--- src/rtl/hex_keypad_entry.sv ---
// 4x4 hex keypad scanner with frame-based debounce and a 4-digit shift-in entry register.
// Each accepted key produces one digit_valid pulse; holding a key never repeats it.
module hex_keypad_entry #(
    parameter int SCAN_DIV       = 50000,
    parameter int DEBOUNCE_SCANS = 4
) (
    input  logic        clk,
    input  logic        rst_n,
    input  logic [3:0]  row,
    output logic [3:0]  col,
    input  logic        clear,
    output logic [15:0] value,
    output logic        digit_valid,
    output logic [3:0]  key_code,
    output logic        key_held
);

    localparam int              DIV_W    = (SCAN_DIV > 1) ? $clog2(SCAN_DIV) : 1;
    localparam logic [DIV_W-1:0] DIV_LAST = DIV_W'(SCAN_DIV - 1);
    localparam logic [3:0]      DB_LAST  = 4'(DEBOUNCE_SCANS);

    typedef enum logic [1:0] {IDLE, DEBOUNCE, ACCEPT, PRESSED} state_t;
    typedef enum logic [1:0] {RES_NONE, RES_SINGLE, RES_MULTI} res_t;

    state_t             state, state_n;
    logic [3:0]         row_p0, row_p1;
    logic [DIV_W-1:0]   div_cnt;
    logic [1:0]         col_idx;
    logic               col_end, frame_end;
    res_t               acc_kind, merged_kind;
    logic [3:0]         acc_key, merged_key;
    logic [3:0]         row_low;
    logic               frame_single;
    logic [3:0]         cand, cnt, rel_cnt;

    function automatic logic [1:0] row_enc(input logic [3:0] r);
        logic [1:0] idx;
        idx = 2'd0;
        for (int i = 0; i < 4; i++)
            if (r[i]) idx = 2'(i);
        return idx;
    endfunction

    // Row synchronizer: idle (all rows high) out of reset
    always_ff @(posedge clk or negedge rst_n) begin
        if (!rst_n) begin
            row_p0 <= 4'hF;
            row_p1 <= 4'hF;
        end else begin
            row_p0 <= row;
            row_p1 <= row_p0;
        end
    end

    // Column scan
    always_ff @(posedge clk or negedge rst_n) begin
        if (!rst_n) begin
            div_cnt <= '0;
            col_idx <= 2'd0;
        end else if (col_end) begin
            div_cnt <= '0;
            col_idx <= col_idx + 2'd1;
        end else begin
            div_cnt <= div_cnt + DIV_W'(1);
        end
    end

    assign col       = ~(4'b0001 << col_idx);
    assign col_end   = (div_cnt == DIV_LAST);
    assign frame_end = col_end && (col_idx == 2'd3);

    // Fold this column's sample into the frame result; a second low row anywhere makes it MULTI
    always_comb begin
        row_low     = ~row_p1;
        merged_kind = acc_kind;
        merged_key  = acc_key;
        if (row_low != 4'd0) begin
            if ($onehot(row_low) && (acc_kind == RES_NONE)) begin
                merged_kind = RES_SINGLE;
                merged_key  = {row_enc(row_low), col_idx};
            end else begin
                merged_kind = RES_MULTI;
            end
        end
    end

    always_ff @(posedge clk or negedge rst_n) begin
        if (!rst_n) begin
            acc_kind <= RES_NONE;
            acc_key  <= 4'd0;
        end else if (frame_end) begin
            acc_kind <= RES_NONE;
            acc_key  <= 4'd0;
        end else if (col_end) begin
            acc_kind <= merged_kind;
            acc_key  <= merged_key;
        end
    end

    assign frame_single = frame_end && (merged_kind == RES_SINGLE);

    always_ff @(posedge clk or negedge rst_n) begin
        if (!rst_n) state <= IDLE;
        else        state <= state_n;
    end

    always_comb begin
        state_n = state;
        case (state)
            IDLE:
                if (frame_single)
                    state_n = (DEBOUNCE_SCANS == 1) ? ACCEPT : DEBOUNCE;
            DEBOUNCE:
                if (frame_end) begin
                    if (frame_single && (merged_key == cand)) begin
                        if (4'(cnt + 4'd1) == DB_LAST) state_n = ACCEPT;
                    end else begin
                        state_n = IDLE;
                    end
                end
            ACCEPT:
                state_n = PRESSED;
            PRESSED:
                if (frame_end && !frame_single && (4'(rel_cnt + 4'd1) == DB_LAST))
                    state_n = IDLE;
            default:
                state_n = IDLE;
        endcase
    end

    always_comb begin
        digit_valid = (state == ACCEPT);
        key_held    = (state == PRESSED);
    end

    // Press and release debounce counters
    always_ff @(posedge clk or negedge rst_n) begin
        if (!rst_n) begin
            cand    <= 4'd0;
            cnt     <= 4'd0;
            rel_cnt <= 4'd0;
        end else begin
            case (state)
                IDLE:
                    if (frame_single) begin
                        cand <= merged_key;
                        cnt  <= 4'd1;
                    end
                DEBOUNCE:
                    if (frame_single && (merged_key == cand))
                        cnt <= cnt + 4'd1;
                ACCEPT:
                    rel_cnt <= 4'd0;
                PRESSED:
                    if (frame_end)
                        rel_cnt <= frame_single ? 4'd0 : rel_cnt + 4'd1;
                default: ;
            endcase
        end
    end

    // clear wins over a coincident shift-in, but key_code still tracks the accepted key
    always_ff @(posedge clk or negedge rst_n) begin
        if (!rst_n) begin
            value    <= 16'd0;
            key_code <= 4'd0;
        end else begin
            if (clear)
                value <= 16'd0;
            else if (state == ACCEPT)
                value <= {value[11:0], cand};
            if (state == ACCEPT)
                key_code <= cand;
        end
    end

endmodule

--- config.mk ---
export PLATFORM = sky130hd
export DESIGN_NAME = hex_keypad_entry
export DESIGN_NICKNAME = d
export VERILOG_FILES = /design/src/rtl/hex_keypad_entry.sv
export SDC_FILE = /design/constraint.sdc
export NUM_CORES = 1
export LEC_CHECK = 0
export CORE_ASPECT_RATIO = 0.9
export CORE_MARGIN = 4
export CORE_UTILIZATION = 56
export CTS_CLUSTER_SIZE = 12
export DETAILED_ROUTE_END_ITERATION = 7
export GPL_ROUTABILITY_DRIVEN = 0
export PLACE_DENSITY = 0.79
export SETUP_SLACK_MARGIN = 0.15
export SYNTH_ARGS = -nofsm -noshare
export SYNTH_HDL_FRONTEND = slang
export SYNTH_SLANG_ARGS = --single-unit
export TNS_END_PERCENT = 50
--- constraint.sdc ---
create_clock -name clk -period 4.85 [get_ports clk]
set_clock_uncertainty 0.2 [all_clocks]
set_input_delay 0.97 -clock clk [delete_from_list [all_inputs] [get_ports clk]]
set_output_delay 0.97 -clock clk [all_outputs]
set_load 0.01 [all_outputs]
# Word level (Yosys, flattened, before mapping)
# Cells that the tools add are included.
# totals
reg_bits	66
inputBits	7
word_cells	82
out_inout_bits	26
# classes
n_eq_ne	16
shifts	1
n_bitwise	2
addsub	7
muxes	26
reduce_logical	18
# op_table
operator	n
two-way mux 16 bit	3
two-way mux 4 bit	8
two-way mux 2 bit	11
adder 16 x 1 -> 16 bit (second input constant)	1
equality test 16 bit (second input constant)	1
one-hot mux 4 bit (2 select lines)	2
adder 4 x 1 -> 4 bit (second input constant)	2
equality test 4 x 3 -> 1 bit (second input constant)	2
inverter 4 bit	2
one-hot mux 2 bit (4 select lines)	1
nonzero test 2 bit	4
equality test 2 bit (second input constant)	3
logical AND 1 bit	6
!= test 2 bit (second input constant)	3
adder 1 x 1 -> 2 bit	2
equality test 2 x 1 -> 1 bit (second input constant)	2
equality test 4 bit	1
zero test 2 bit	2
!= test 2 x 1 -> 1 bit (second input constant)	2
AND reduction 2 bit	2
AND reduction 4 bit	1
nonzero test 4 bit	1
<< shifter 1 x 2 -> 4 bit (first input constant)	1
adder 2 x 2 -> 3 bit	1
other kinds (6)	6

# Depth between registers and ports, before layout
# Gate-level depths: netlist (run 1).
# depth
word_depth	14
depth_mapped	11
depth_no_buf	10

# Worst setup path after synthesis (run 1)
# No wires, ideal clock.
# synth_path
path_type	reg2reg
from	reg row_p1[0]
to	reg cnt[0]
path_stages_with_launch	12
setup_slack_ns	1.302
setup_ns	0.079
t_arrival_ns	3.268
synth_period_minus_slack_ns	3.548
path_buffers	1
required_ns	4.571
cell_sequence	dfstp_2 -> fa_1 -> inv_1 -> ha_1 -> ha_1 -> or4b_1 -> buf_2 -> o31ai_4 -> a211oi_1 -> or4b_4 -> nor3_4 -> mux2i_1
# synth_via
elab_chain_cells	12
word_cells_on_any_way	17
cone_classes	add/sub (2); eq/ne (5); mux (4); bitwise (1); reduce/logical (5)
# synth_rtl
element	line_no	source
start: declaration	26	logic [3:0] row_p0, row_p1;
start signal: assignment	51	row_p1 <= row_p0;
inverter 4 bit (*)	74	row_low = ~row_p1;
adder 1 x 1 -> 2 bit (not written as such)	78	if ($onehot(row_low) && (acc_kind == RES_NONE)) begin
adder 2 x 2 -> 3 bit (not written as such)	78	
equality test 3 x 1 -> 1 bit	78	
logical AND 1 bit	78	
two-way mux 2 bit	78	
two-way mux 2 bit	77	if (row_low != 4'd0) begin
equality test 2 x 1 -> 1 bit	100	assign frame_single = frame_end && (merged_kind == RES_SINGLE);
logical AND 1 bit	100	
logical AND 1 bit	150	if (frame_single && (merged_key == cand))
!= test 2 bit (no line)	n/a	
AND reduction 3 bit (no line) (*)	n/a	
end signal: assignment	151	cnt <= cnt + 4'd1;
end: declaration	34	logic [3:0] cand, cnt, rel_cnt;
# Every way passes the cells marked *; elsewhere a longest branch is shown, timed or not.
# A chain may end at the register's enable or synchronous reset.

# Final worst setup path (run 1)
# layout_path
from	reg row_p1[3]
to	reg cnt[0]
# Same word-level chain as after synthesis.

==> results of run 1 <==
-- cells by family after synthesis --
| kind of cell | count (synthesis) |
|---|---|
| muxes | 6 |
| DFF | 66 |
| and+or+nand+nor | 133 |
| adders and majority gates | 12 |
| buffers and inverters | 29 |
| AOI/OAI and AO/OA | 63 |
| xor gates and xnor gates | 17 |
-- state kept, by name (all words and copies together) (netlist names), named ones only --
name      cells
div_cnt      16
value        16
acc_key       4
cand          4
cnt           4
key_code      4
rel_cnt       4
row_p0        4
row_p1        4
acc_kind      2
col_idx       2
state         1
-- layer usage --
| layer | up-vias | routed length [microns] |
|---|---|---|
| li1 | 1183 | - |
| met1 | 1145 | 2820 |
| met4 | 0 | 127 |
| met5 | - | 0 |
| met2 | 59 | 2941 |
| met3 | 11 | 300 |
-- cells in the mapped netlist (5+ instances only) --
cell,count
nand3_1,14
inv_1,13
nand2_1,64
dfstp_2,8
dfrtp_1,58
and3_1,5
and2_1,5
a21oi_1,22
nand2b_1,5
nand4_1,8
xnor2_1,10
xor2_1,7
clkbuf_1,10
o21ai_1,13
nor2_1,15
ha_1,11
o21ai_0,6
-- final cells by class --
class / count / share of cell area (%)
Tap cell: 67 / 2.227
Timing Repair Buffer: 35 / 8.973
Inverter: 16 / 1.595
Clock inverter: 3 / 1.063
Sequential cell: 66 / 44.13
Clock buffer: 13 / 3.955
Multi-Input combinational cell: 231 / 38.05
-- worst max-delay path, delay by kind of cell, from the launching register on --
family                     cells  cell delay (ps)
xor gates and xnor gates       1              190
DFF                            1              570
and+or+nand+nor                3             1380
buffers and inverters          1               60
adders and majority gates      3              790
muxes                          2              580
-- metrics by stage --
stage	setup slack (ps)	instance area, sq um
after floorplan	1302	3204
after global placement	1110	3576
after detailed placement	1012	3576
after CTS	994.6	3765
after global routing	767.8	3765
final	979.9	3765
-- report_power, final --
| part | switching [uW] | internal (uW) | total (uW) | leakage [uW] |
|---|---|---|---|---|
| registers | 2.31 | 557 | 559 | 0.000880 |
| logic | 37.0 | 19.3 | 56.3 | 0.000659 |
| clock network | 197 | 250 | 448 | 0.0000974 |
| total | 237 | 826 | 1060 | 0.00164 |
-- worst paths after layout --
kind | endpoint | slack [ps] | cells after the start
hold reg to reg | row_p1[1]$_DFF_PN1_ | 160 | 0
min in group asynchronous | col_idx[0]$_DFFE_PN0N_ | 520 | 1
max in group asynchronous | row_p1[2]$_DFF_PN1_ | 3030 | 2
setup / recovery | cnt[0]$_DFFE_PN0P_ | 980 | 10
setup reg to reg | cnt[0]$_DFFE_PN0P_ | 980 | 10
hold / removal | row_p1[1]$_DFF_PN1_ | 160 | 0
==> impl_metrics.ini, run 1 <==
[timing]
slew_viol_final = 0
max-slew-margin-rel_pct = 42.19
finalSetupTns_ps = 0
finalSetupViolations = 0
rsz0062_at_grt = false
fin_hold_ws_ps = 155.9
fin_crit_ps = 3870
tightest_slew_ps = 867.1
final_hold_viol_count = 0
finalCritPeriodShare_pct = 79.79
fmax_mhz = 258.4

[grt]
met2_usage_pct = 31.70
grt.overflow.total = 0
grt_pass1_vias = 2388
grt_antenna_before_repair = 0
grt_pass1_wl_microns = 10950
grt.busiest_layer = met2
track_usage_pct = 20.70
use_met3_pct = 7.534
grt_max_degree = 40
met1_usage_pct = 26.51

[logic_synthesis]
synth-simple-area-share_pct = 20.73
ys_seq_area_share_pct = 51.85
syn_nets = 345
synth-xor-area-share_pct = 4.647
synth_top_family_by_area = simple AND/OR/NAND/NOR gates
synth-warning-count = 0
ys.flop_type = dfrtp_1
synth_edf_count = 0
synthesis.area_sq_um = 3204
syn_avg_cell_area_sq_um = 9.829
synthMuxAreaShare_pct = 1.952
async_reset_ff_share_pct = 100.0
synth_seq_cells = 66
synth_area_leaders = dfrtp_1, nand2_1, dfstp_2, ha_1, a21oi_1
synth_cell_types = 51
synth_cells = 326
synth_compound_area_share_pct = 12.46
synth_top_area_cell = dfrtp_1
yosys.area_share.adder_pct = 4.920
synth_top_area_share_pct = 45.29

[final_layout]
fillers = 414
syn2layout_area_growth_pct = 17.49
postLayoutCoreUtil_pct = 69.57
diodes = 0
fin_cells = 431
layout-drive-gt1-share_pct = 8.791
final_common_cell = nand2_1
nNetsFinal = 378
multi_input_area_sq_um = 1433
seq_area_sq_um = 1662
final_cell_mix = nand2_1, dfrtp_1, clkdlybuf4s50_1, a21oi_1, nor2_1

[routing]
final_antenna_net_count = 0
drt_iter0_drc = 171
dr.pass1.iters = 4
vias_per_cell = 5.564
num_vias = 2398
routedWlPerCell_microns = 14.36
wirelength_microns = 6189
drcViolationCount = 0

[run_status]
status = complete, no violations

[critical_path]
reg2reg_from = row_p1[3]$_DFF_PN1_
critPathArrivalTime_ps = 3940
cp.required_ps = 4920
cp-end-kind = flip-flop
crit_start = row_p1[3]$_DFF_PN1_
path_class = flip-flop to flip-flop
startpoint_type = flip-flop
max_stage_delay_ps = 680
path_max_fanout = 6
cp_slowest_cell = or4b_1
crit_chain = fa_1 -> inv_1 -> ha_1 -> ha_1 -> or4b_1 -> nor3_2 -> mux2i_1 -> xnor2_1 -> nor3_4 -> mux2i_1

[clock_network]
ctsHoldBuffers = 0
clock-sinks = 66
path_clk_slew_ps = 60
cts_resized = 0
cts_tree = yes
cts_buffer_depth = 2
cts_max_level = 3
clockRootBuffer = clkbuf_8
post_cts_buffers = 0
clk_latency_ps = 350
cts_buffers = 9

[die]
ios = 33
dieArea_sq_um = 6998
fp-row-count = 25
core_region_area_sq_um = 5411
die_x_microns = 87.74
fp.dieH_microns = 79.76
initial_utilization_pct = 59.21

[placement]
dp_hpwl_microns = 4340
dp.cells = 415
portBuffers = 32

[power_and_ir_drop]
p_leak_uw = 0.001637
ir_worst_vdd_mv = 0.2430
powerDensity_nw_per_um2 = 282.3
power_uw = 1063

[worst_hold_path]
hold_start = row_p0[1]$_DFF_PN1_
worstHoldPathType = flip-flop to flip-flop

[run]
max-cap-violations = 0
No activity file was read; power rests on OpenSTA's default activity.
==> run 2, diff against run 1 <==
Settings changed: CORE_UTILIZATION 56 to 51, PLACE_DENSITY 0.79 to 0.76.
Clock period 4.85 ns to 3.2 ns, I/O delays scaled along.
==> run 2 against run 1 <==
  * The flow now finishes with violations (negative setup slack)
  * Die area up 8.8%
  * Via count is 5.9% higher
  * Non-clock buffer count is 18 higher
  * Combinational power rose to 2.7 times the previous value
  * First-iteration DRC count is 4.1% lower
  * Worst hold slack worse by 55 ps
  * Routed wire length rose by 9.5%
  * Global-route usage is 1.8 points lower
  * Register-to-register slack worse by 1500 ps
  * Sequential cell count is the same
  * Clock power grew 58%
  * Sequential power rose by 51%
  * Critical endpoint is now state[0]$_DFFE_PN0P_
  * Highest routed layer unchanged
==> impl_metrics.ini, run 2 (synthesized netlist as in run 1, its figures left out) <==
[die]
fp-row-count = 27
dieArea_sq_um = 7617
fp.dieH_microns = 83.20
core_region_area_sq_um = 6115
ios = 33
initial_utilization_pct = 52.40
die_x_microns = 91.55

[power_and_ir_drop]
intPower_uw = 1298
clockPowerShare_pct = 41.5
powerDensity_nw_per_um2 = 420.4
switching_share_pct = 23.82
p_sw_uw = 406.1
pwr-share-seq_pct = 49.6
p_leak_uw = 0.001752
ir_worst_vdd_mv = 0.3197
comb_power_share_pct = 8.9
power_uw = 1704

[grt]
grt_max_degree = 67
grt_pass1_vias = 2485
grt_antenna_before_repair = 0
grt.overflow.total = 0
grt_pass1_wl_microns = 11710
track_usage_pct = 18.95

[timing]
fmax_mhz = 269.7
final_hold_viol_count = 0
max-slew-margin-rel_pct = 60.44
fin_crit_ps = 3708
rsz0062_at_grt = true
tightest_slew_ps = 593.4
finalSetupViolations = 12
slew_viol_final = 0
fin_ws_ps = -508.3
finalCritPeriodShare_pct = 115.9

[placement]
dp.cells = 448
portBuffers = 32
place_area_sq_um = 3711
dp_hpwl_microns = 4658

[clock_network]
cts_buffer_depth = 2
cts_tree = yes
clock-sinks = 66
clk_latency_ps = 340
clockRootBuffer = clkbuf_8
path_clk_slew_ps = 70
ctsHoldBuffers = 0
cts_buffers = 9
cts_max_level = 3

[run]
max-cap-violations = 0

[critical_path]
crit_start = row_p1[1]$_DFF_PN1_
reg2reg_from = row_p1[1]$_DFF_PN1_
path_class = flip-flop to flip-flop
path_max_fanout = 6
cp.required_ps = 3280
critPathArrivalTime_ps = 3790
startpoint_type = flip-flop
cp-end-kind = flip-flop

[final_layout]
multi_input_area_sq_um = 1511
fillers = 479
largest_registers = div_cnt: 16 flops, value: 16 flops
diodes = 0
nNetsFinal = 396
final_cell_mix = nand2_1, dfrtp_1, clkdlybuf4s50_1, a21oi_1, nor2_1
seq_area_sq_um = 1662
syn2layout_area_growth_pct = 26.51
final_common_cell = nand2_1
postLayoutCoreUtil_pct = 66.30
final_area_sq_um = 4054
layout-drive-gt1-share_pct = 17.80
fin_cells = 469

[routing]
dr.pass1.iters = 5
drt_iter0_drc = 164
wirelength_microns = 6778
final_antenna_net_count = 0
vias_per_cell = 5.414
routedWlPerCell_microns = 14.45
num_vias = 2539
drcViolationCount = 0

[run_status]
status = complete, but fails checks
violations = negative setup slack

[worst_hold_path]
worstHoldPathType = primary input to async pin
-- run 2: cell count changes in the layout (fill, tap and decap cells not counted), sizes merged --
cell and change:
buf +18, clkinvlp +3, clkbuf -3
-- run 2: critical path: stages (launching register included) --
cell and delay (ps):
dfstp_2 550, fa_1 410, inv_1 80, ha_2 190
ha_4 200, or4b_4 600, o31ai_4 240, a211oi_2 110
or4b_4 550, buf_4 160, o41ai_2 210, and2_1 160
-- run 2: final timing paths --
check	end	cells past startpoint	slack (ps)
worst max-delay path	state[0]$_DFFE_PN0P_	11	-510
worst min-delay path	acc_key[0]$_DFFE_PN0P_	2	100
worst max register to register	state[0]$_DFFE_PN0P_	11	-510
worst min register to register	row_p1[3]$_DFF_PN1_	0	160
max in group asynchronous	row_p1[0]$_DFF_PN1_	2	2390
min in group clk	row_p1[3]$_DFF_PN1_	0	160
-- run 2: repair_timing --
item,4_1_cts,5_1_grt
buffers inserted,3,2
pin swaps,3,1
resized for setup,15,8
cloned,0,0
setup endpoints to repair,17,17
-- run 2: routing by layer --
layer  track usage, %  vias to the layer above  routed length (microns)
met5                0                        -                        0
met4            4.110                        0                       82
met3            6.069                        9                      285
met2            30.39                       62                     3359
met1            25.27                     1250                     3050
li1                 -                     1218                        -
-- run 2: stage by stage --
step	TNS, ps	hold WS, ps	worst slack [ps]
after floorplan	-1881	144.4	-347.6
after global placement	-2910	149.3	-507.2
after detailed placement	-3542	148.1	-588.3
after CTS	-3191	110.1	-486.8
after global routing	-5419	127.7	-641.8
final	-3536	100.5	-508.3
-- run 2: cell type report --
| class | instances | area share, % |
|---|---|---|
| Clock buffer | 10 | 3.395 |
| Clock inverter | 6 | 1.636 |
| Inverter | 16 | 1.481 |
| Multi-Input combinational cell | 231 | 37.28 |
| Sequential cell | 66 | 40.99 |
| Tap cell | 87 | 2.685 |
| Timing Repair Buffer | 53 | 12.53 |
-- run 2: power by group through the flow --
stage	clock network, uW	logic, uW	registers [uW]
floorplan	0	52.8	862
CTS	724	142	846
global route	769	165	846
finish	707	151	846
global placement	0	108	861
detailed placement	0	110	862
